==> config.mk <==
export PLATFORM = sky130hd
export DESIGN_NAME = data_bus_responder
export DESIGN_NICKNAME = d
export VERILOG_FILES = /design/src/rtl/riscv_bus_pkg.sv /design/src/rtl/tx_fifo.sv /design/src/rtl/data_bus_responder.sv
export SDC_FILE = /design/constraint.sdc
export NUM_CORES = 2
export LEC_CHECK = 0
export CORE_MARGIN = 2
export CORE_UTILIZATION = 60
export DETAILED_ROUTE_END_ITERATION = 10
export PLACE_DENSITY = 0.83
export SETUP_SLACK_MARGIN = 0.02
export SLEW_MARGIN = 10
export SYNTH_ARGS = -nofsm -noshare
export SYNTH_HDL_FRONTEND = slang
export SYNTH_HIERARCHICAL = 1
export SYNTH_SLANG_ARGS = --single-unit
==> constraint.sdc <==
create_clock -name clk -period 7.8 [get_ports clk]
set_input_delay 2.34 -clock clk [delete_from_list [all_inputs] [get_ports clk]]
set_output_delay 2.34 -clock clk [all_outputs]
set_load 0.02 [all_outputs]
==> src/rtl/riscv_bus_pkg.sv <==
// Shared definitions for the core's data-side responder: register map, STATUS layout
// and the address decode helper.
package riscv_bus_pkg;

    localparam logic [3:0] TXDATA_OFF  = 4'h0;
    localparam logic [3:0] STATUS_OFF  = 4'h4;
    localparam logic [3:0] TIMER_OFF   = 4'h8;
    localparam logic [3:0] COMPARE_OFF = 4'hC;

    localparam int unsigned STATUS_EMPTY   = 0;
    localparam int unsigned STATUS_FULL    = 1;
    localparam int unsigned STATUS_OVF     = 2;
    localparam int unsigned STATUS_HIT     = 3;
    localparam int unsigned STATUS_CNT_LSB = 4;
    localparam int unsigned STATUS_CNT_W   = 4;

    typedef enum logic [1:0] {
        TGT_RAM,
        TGT_IO,
        TGT_NONE
    } bus_target_e;

    // RAM wins over the register window should the two ever overlap.
    function automatic bus_target_e decode_target(
        input logic [31:0] addr,
        input logic [31:0] ram_bytes,
        input logic [27:0] io_tag
    );
        bus_target_e tgt;
        if (addr < ram_bytes) begin
            tgt = TGT_RAM;
        end else if (addr[31:4] == io_tag) begin
            tgt = TGT_IO;
        end else begin
            tgt = TGT_NONE;
        end
        return tgt;
    endfunction

endpackage

==> src/rtl/tx_fifo.sv <==
// Transmit FIFO: registered pointers and count, head byte presented on the pop side.
// A push into a full FIFO is accepted only when a pop frees the slot in the same cycle.
module tx_fifo #(
    parameter int unsigned DEPTH = 8,
    parameter int unsigned WIDTH = 8
) (
    input  logic                     clk,
    input  logic                     reset,
    input  logic                     push,
    input  logic [WIDTH-1:0]         push_data,
    output logic                     full,
    output logic                     valid,
    output logic [WIDTH-1:0]         data,
    input  logic                     ready,
    output logic [$clog2(DEPTH):0]   count
);

    localparam int unsigned PtrW = $clog2(DEPTH);

    logic [WIDTH-1:0] mem [DEPTH];
    logic [PtrW-1:0]  wr_ptr_q;
    logic [PtrW-1:0]  rd_ptr_q;
    logic [PtrW:0]    count_q;
    logic             do_push;
    logic             do_pop;

    assign valid   = (count_q != '0);
    assign full    = (count_q == (PtrW + 1)'(DEPTH));
    assign data    = mem[rd_ptr_q];
    assign count   = count_q;
    assign do_pop  = valid && ready;
    assign do_push = push && (!full || do_pop);

    always_ff @(posedge clk) begin
        if (reset) begin
            wr_ptr_q <= '0;
            rd_ptr_q <= '0;
            count_q  <= '0;
        end else begin
            if (do_push) begin
                wr_ptr_q <= wr_ptr_q + PtrW'(1);
            end
            if (do_pop) begin
                rd_ptr_q <= rd_ptr_q + PtrW'(1);
            end
            if (do_push && !do_pop) begin
                count_q <= count_q + (PtrW + 1)'(1);
            end else if (do_pop && !do_push) begin
                count_q <= count_q - (PtrW + 1)'(1);
            end
        end
    end

    always_ff @(posedge clk) begin
        if (do_push) begin
            mem[wr_ptr_q] <= push_data;
        end
    end

endmodule

==> src/rtl/data_bus_responder.sv <==
// Same-cycle data port responder for the single-cycle core: word RAM, a transmit FIFO
// and a free-running timer with a sticky compare flag, all behind one address decode.
module data_bus_responder
    import riscv_bus_pkg::*;
#(
    parameter int unsigned RAM_WORDS  = 64,
    parameter int unsigned FIFO_DEPTH = 8,
    parameter logic [31:0] IO_BASE    = 32'h0000_FF00
) (
    input  logic        clk,
    input  logic        reset,
    input  logic        MemWrite,
    input  logic [31:0] Addr,
    input  logic [31:0] WriteData,
    output logic [31:0] ReadData,
    output logic        tx_valid,
    output logic [7:0]  tx_data,
    input  logic        tx_ready,
    output logic        timer_irq
);

    localparam int unsigned IdxW     = $clog2(RAM_WORDS);
    localparam int unsigned CntW     = $clog2(FIFO_DEPTH) + 1;
    localparam logic [31:0] RamBytes = 32'(RAM_WORDS * 4);

    logic [31:0]     ram [RAM_WORDS];
    logic [IdxW-1:0] ram_idx;

    bus_target_e tgt;
    logic [3:0]  reg_off;
    logic        wr_en;
    logic        ram_we;
    logic        io_we;
    logic        push;
    logic        status_we;
    logic        timer_we;
    logic        compare_we;

    logic            fifo_full;
    logic [CntW-1:0] fifo_count;
    logic            pop;

    logic [31:0] timer_q;
    logic [31:0] compare_q;
    logic        ovf_q;
    logic        hit_q;
    logic        ovf_set;
    logic        hit_set;
    logic        ovf_clr;
    logic        hit_clr;
    logic [31:0] status;

    assign tgt     = decode_target(Addr, RamBytes, IO_BASE[31:4]);
    assign reg_off = {Addr[3:2], 2'b00};
    assign ram_idx = Addr[IdxW+1:2];

    assign wr_en      = MemWrite && !reset;
    assign ram_we     = wr_en && (tgt == TGT_RAM);
    assign io_we      = wr_en && (tgt == TGT_IO);
    assign push       = io_we && (reg_off == TXDATA_OFF);
    assign status_we  = io_we && (reg_off == STATUS_OFF);
    assign timer_we   = io_we && (reg_off == TIMER_OFF);
    assign compare_we = io_we && (reg_off == COMPARE_OFF);

    tx_fifo #(
        .DEPTH (FIFO_DEPTH),
        .WIDTH (8)
    ) u_tx_fifo (
        .clk       (clk),
        .reset     (reset),
        .push      (push),
        .push_data (WriteData[7:0]),
        .full      (fifo_full),
        .valid     (tx_valid),
        .data      (tx_data),
        .ready     (tx_ready),
        .count     (fifo_count)
    );

    assign pop = tx_valid && tx_ready;

    // A full FIFO only drops the byte when no slot frees up in the same cycle.
    assign ovf_set = push && fifo_full && !pop;
    assign hit_set = (timer_q == compare_q);
    assign ovf_clr = status_we && WriteData[STATUS_OVF];
    assign hit_clr = status_we && WriteData[STATUS_HIT];

    assign timer_irq = hit_q;

    always_ff @(posedge clk) begin
        if (reset) begin
            timer_q   <= '0;
            compare_q <= 32'hFFFF_FFFF;
            ovf_q     <= 1'b0;
            hit_q     <= 1'b0;
        end else begin
            timer_q <= timer_we ? WriteData : timer_q + 32'd1;
            if (compare_we) begin
                compare_q <= WriteData;
            end
            // Set takes priority over a clear arriving in the same cycle.
            ovf_q <= ovf_set || (ovf_q && !ovf_clr);
            hit_q <= hit_set || (hit_q && !hit_clr);
        end
    end

    always_ff @(posedge clk) begin
        if (ram_we) begin
            ram[ram_idx] <= WriteData;
        end
    end

    always_comb begin
        status                                    = '0;
        status[STATUS_EMPTY]                      = !tx_valid;
        status[STATUS_FULL]                       = fifo_full;
        status[STATUS_OVF]                        = ovf_q;
        status[STATUS_HIT]                        = hit_q;
        status[STATUS_CNT_LSB +: STATUS_CNT_W]    = STATUS_CNT_W'(fifo_count);
    end

    always_comb begin
        ReadData = '0;
        unique case (tgt)
            TGT_RAM: ReadData = ram[ram_idx];
            TGT_IO: begin
                unique case (reg_off)
                    STATUS_OFF:  ReadData = status;
                    TIMER_OFF:   ReadData = timer_q;
                    COMPARE_OFF: ReadData = compare_q;
                    default:     ReadData = '0;
                endcase
            end
            default: ReadData = '0;
        endcase
    end

endmodule

==> summary.md <==
| Metric | Value |
|---|---|
| Status | `finished with violations` |
| Failing checks | `setup timing` |
| Hold Path Cell Cnt | `2` |
| Die W | `380 microns` |
| Skew-Pair Late Insertion Delay | `between 0.8 and 0.9 ns` |
| # setup viols final | `5` |
| Setup ws final | `-0.189 ns` |
| Final instance area | `97,900 sq um` |
| H-tree levels | `4` |
| Synth Flop Type | `edfxtp_1` |
| Post-Syn Area per Cell | `20.9 sq um` |
| CTS tree | `yes` |
| CTS Hold Bufs | `0` |
| Worst Setup End Kind | `output pin` |
| Required @ worst endpoint | `5.46 ns` |
| Post-Route WL | `270,000 microns` |
| Placed Area | `just over 90,000 sq um` |
| Clock skew | `0.0224 ns` |
| Mapped cell area | `around 85,000 sq um` |
| Ys Warns | `6` |
| Critical path data arrival time | `around 5.7 ns` |
| PwrDens | `245 nW/um^2` |
| CP Max Fanout | `12` |
| Hold Vio Cnt, Final | `0` |
| IO Port Bufs | `about 110` |
| Antenna violations before repair | `23` |
| Ys async rst share | `0%` |
| Drt drc | `0` |
| Yosys reg bits | `around 2,200` |
| Detailed Routing Iterations Pass 1 | `10` |
| Clock power frac | `40.3%` |
| Library cells used by synthesis | `64` |
| Sw frac | `22.1%` |
| Antenna Violating Nets Remaining | `0` |
| Detailed Route Iter0 Violations | `10,200` |
| Reg2Reg Depth | `10` |
| Synth Instances | `4,065` |
| Worst Hold Class | `flip-flop to flip-flop` |
| Worst hold endpoint | `ovf_q` |
| FP Rows | `138` |
| Minimum clock period | `7.99 ns` |
| Total gr overflow | `0` |
| Layout area overhead | `15.2%` |
| WS Path Type | `input port to output pin` |
| Layout cells sized above 1 | `28.9%` |
| Combinational fraction of design power | `around 5.8%` |
| First-pass GRT wire length | `375,000 microns` |
| Int Pwr | `18.7 mW` |
| Largest net degree at the start of global routing | `76` |
| Clk slew on worst S/H paths | `0.07 ns` |
| Wire per inst | `just over 40 microns` |
| Layout Nets | `4,609` |
| Post-synth EDFFs | `2,112` |
| Seq pwr share | `a little over half` |
| Total track usage | `between 30% and 40%` |
| Post-synth net total | `4,140` |
| Die Footprint | `about 140,000 sq um` |
| Worst R2R Setup Slack | `4.88 ns` |
| I/O Pins | `110` |
| CTS Buf Count | `204` |
| Final Max Tran Viols | `0` |
| Worst Max-Slew Pin Slew | `~1.2 ns` |
| Slew headroom | `16.7%` |
| Peak VDD IR | `256 uV` |
| Lkg Pwr | `31.0 nW` |
| Total power | `24.0 mW` |
| Core footprint | `141,000 sq um` |
| Max-Cap Viols | `0` |
| Unrepaired setup endpoints after global routing | `no` |
| Reg-to-reg endpoint | `u_tx_fifo/count[3]` |
| Vias in the first global route | `49,400` |
| DP HPWL | `153,000 microns` |
| Vias/cell | `7.60` |
| CTS max path bufs | `3` |
| Sink Count | `2,191` |
| Chip height | `380 microns` |
| CTS root buf | `clkbuf_16` |
| Initial Util | `60.3%` |
| Sequential area share after synthesis | `76.5%` |
| Net Switching | `5.31 mW` |
| CP Launch Type | `input port` |
| Via count | `roughly 50,000` |
| Crit share post-route | `102%` |
| Gpl congestion | `slightly above 0.9` |
| Fmax | `125 MHz` |
| Min-delay src | `ovf_q` |
| Reg2reg start | `u_tx_fifo/count[1]` |
## cell families (layout without fill, tap and decap cells)
family	after synthesis	in the layout	synth area share [%]
AOI/OAI and AO/OA	346	346	2.82
xor gates and xnor gates	68	68	0.701
adders and majority gates	7	7	0.112
buffers and inverters	235	871	1.30
DFF	2191	2191	76.5
muxes	655	655	15.4
other	0	10	0
and+or+nand+nor	563	563	3.18
## worst max-delay path, stage by stage
cell and delay, ns:
buf_2 0.42, nor2_1 0.17, nand2_2 0.43, buf_4 0.22, buf_4 0.17, o22ai_1 0.17, a2111oi_0 0.75, buf_4 0.24
o211ai_1 0.23, o21ai_0 0.26, buf_4 0.22
## per-layer routing
metal	track usage, %	routed length, microns	up-vias
met5	0.298	187	-
met4	23.9	22800	24
met3	16.3	47000	1461
met2	54.8	120000	6090
met1	45.8	80400	24600
li1	-	-	18000
## area by class of cell
type | instances | area [sq um]
antenna | 10 | 25.0
clock inverter | 108 | 875
sequential | 2191 | 65000
clock buffer | 265 | 5450
inverter | 11 | 43.8
timing repair buffer | 487 | 4610
tap | 1890 | 2360
multi-input combinational | 1639 | 19600
fill | 7677 | 43200
## sequential cells by signal, indices dropped and copies added (netlist names), named ones only
name / cells
ram: 2048
u_tx_fifo/mem: 64
compare_q: 32
timer_q: 32
u_tx_fifo/count: 4
u_tx_fifo/rd_ptr_q: 3
u_tx_fifo/wr_ptr_q: 3
ovf_q: 1
timer_irq: 1
## Yosys cell counts (all sizes together), types with 7 or more instances
library cell | instances | share of area (%)
o211ai | 8 | 0.071
mux2i | 97 | 1.1
nand3 | 63 | 0.37
o21ai | 37 | 0.23
clkbuf | 98 | 0.43
a211o | 35 | 0.36
a211oi | 39 | 0.34
inv | 11 | 0.049
a22oi | 37 | 0.33
edfxtp | 2112 | 75
nand4 | 30 | 0.22
buf | 126 | 0.82
and3 | 17 | 0.13
nor2 | 192 | 0.85
xnor2 | 48 | 0.49
dfxtp | 79 | 1.9
nor2b | 41 | 0.30
mux4 | 514 | 14
nand2 | 122 | 0.55
nor3 | 29 | 0.20
nor4 | 30 | 0.22
a32oi | 7 | 0.072
nand2b | 9 | 0.066
xor2 | 20 | 0.21
a21oi | 37 | 0.22
o32ai | 7 | 0.072
o22ai | 100 | 0.74
mux2 | 44 | 0.58
## power by group through the flow
| stage | sequential, mW | clock, mW | combinational [mW] |
|---|---|---|---|
| 2_1_floorplan | 13.2 | 0 | 0.696 |
| 3_3_place_gp | 13.2 | 0 | 1.25 |
| 3_5_place_dp | 13.2 | 0 | 1.30 |
| 4_1_cts | 12.9 | 9.65 | 1.33 |
| 5_1_grt | 12.9 | 10.1 | 1.42 |
| 6_report | 12.9 | 9.69 | 1.40 |
## placed cells by master, fill, tap and decap left out, types with 52 or more instances in the layout
master     count
buf_4        335
mux4_2       498
clkbuf_16    206
o22ai_1       99
nor2_1       127
nand2_1      120
dfxtp_1       79
nand3_1       62
nor2_4        64
mux2i_1       97
clkbuf_1      52
edfxtp_1    2112
buf_12        70
## metrics by stage
stage	utilization (%)	worst slack (ns)	hold WS (ns)	setup TNS, ns	cells
detailed placement	64.7	-0.332	0.489	-1.67	6215
global route	69.4	0.00807	0.510	0	6593
global placement	64.7	-0.337	0.447	-1.21	6215
CTS	69.3	0.0319	0.499	0	6590
floorplan	-	1.00	0.432	0	4065
finish	69.4	-0.189	0.502	-0.406	6601
## worst max path at each step
| stage | slack (ns) | from | endpoint | cells past startpoint |
|---|---|---|---|---|
| after floorplan | 1.0 | Addr[3] | ReadData[4] | 9 |
| after global placement | -0.34 | Addr[6] | ReadData[1] | 8 |
| after detailed placement | -0.33 | Addr[6] | ReadData[1] | 8 |
| after CTS | 0.03 | Addr[2] | ReadData[19] | 9 |
| after global routing | 0.008 | Addr[6] | ReadData[25] | 11 |
| final | -0.19 | Addr[6] | ReadData[11] | 11 |
## timing repair
item,in CTS,in global routing
setup buffers,3,0
pin swaps,4,6
resized for setup,19,24
setup endpoints to repair,14,21
No activity file was read; power rests on OpenSTA's default activity.
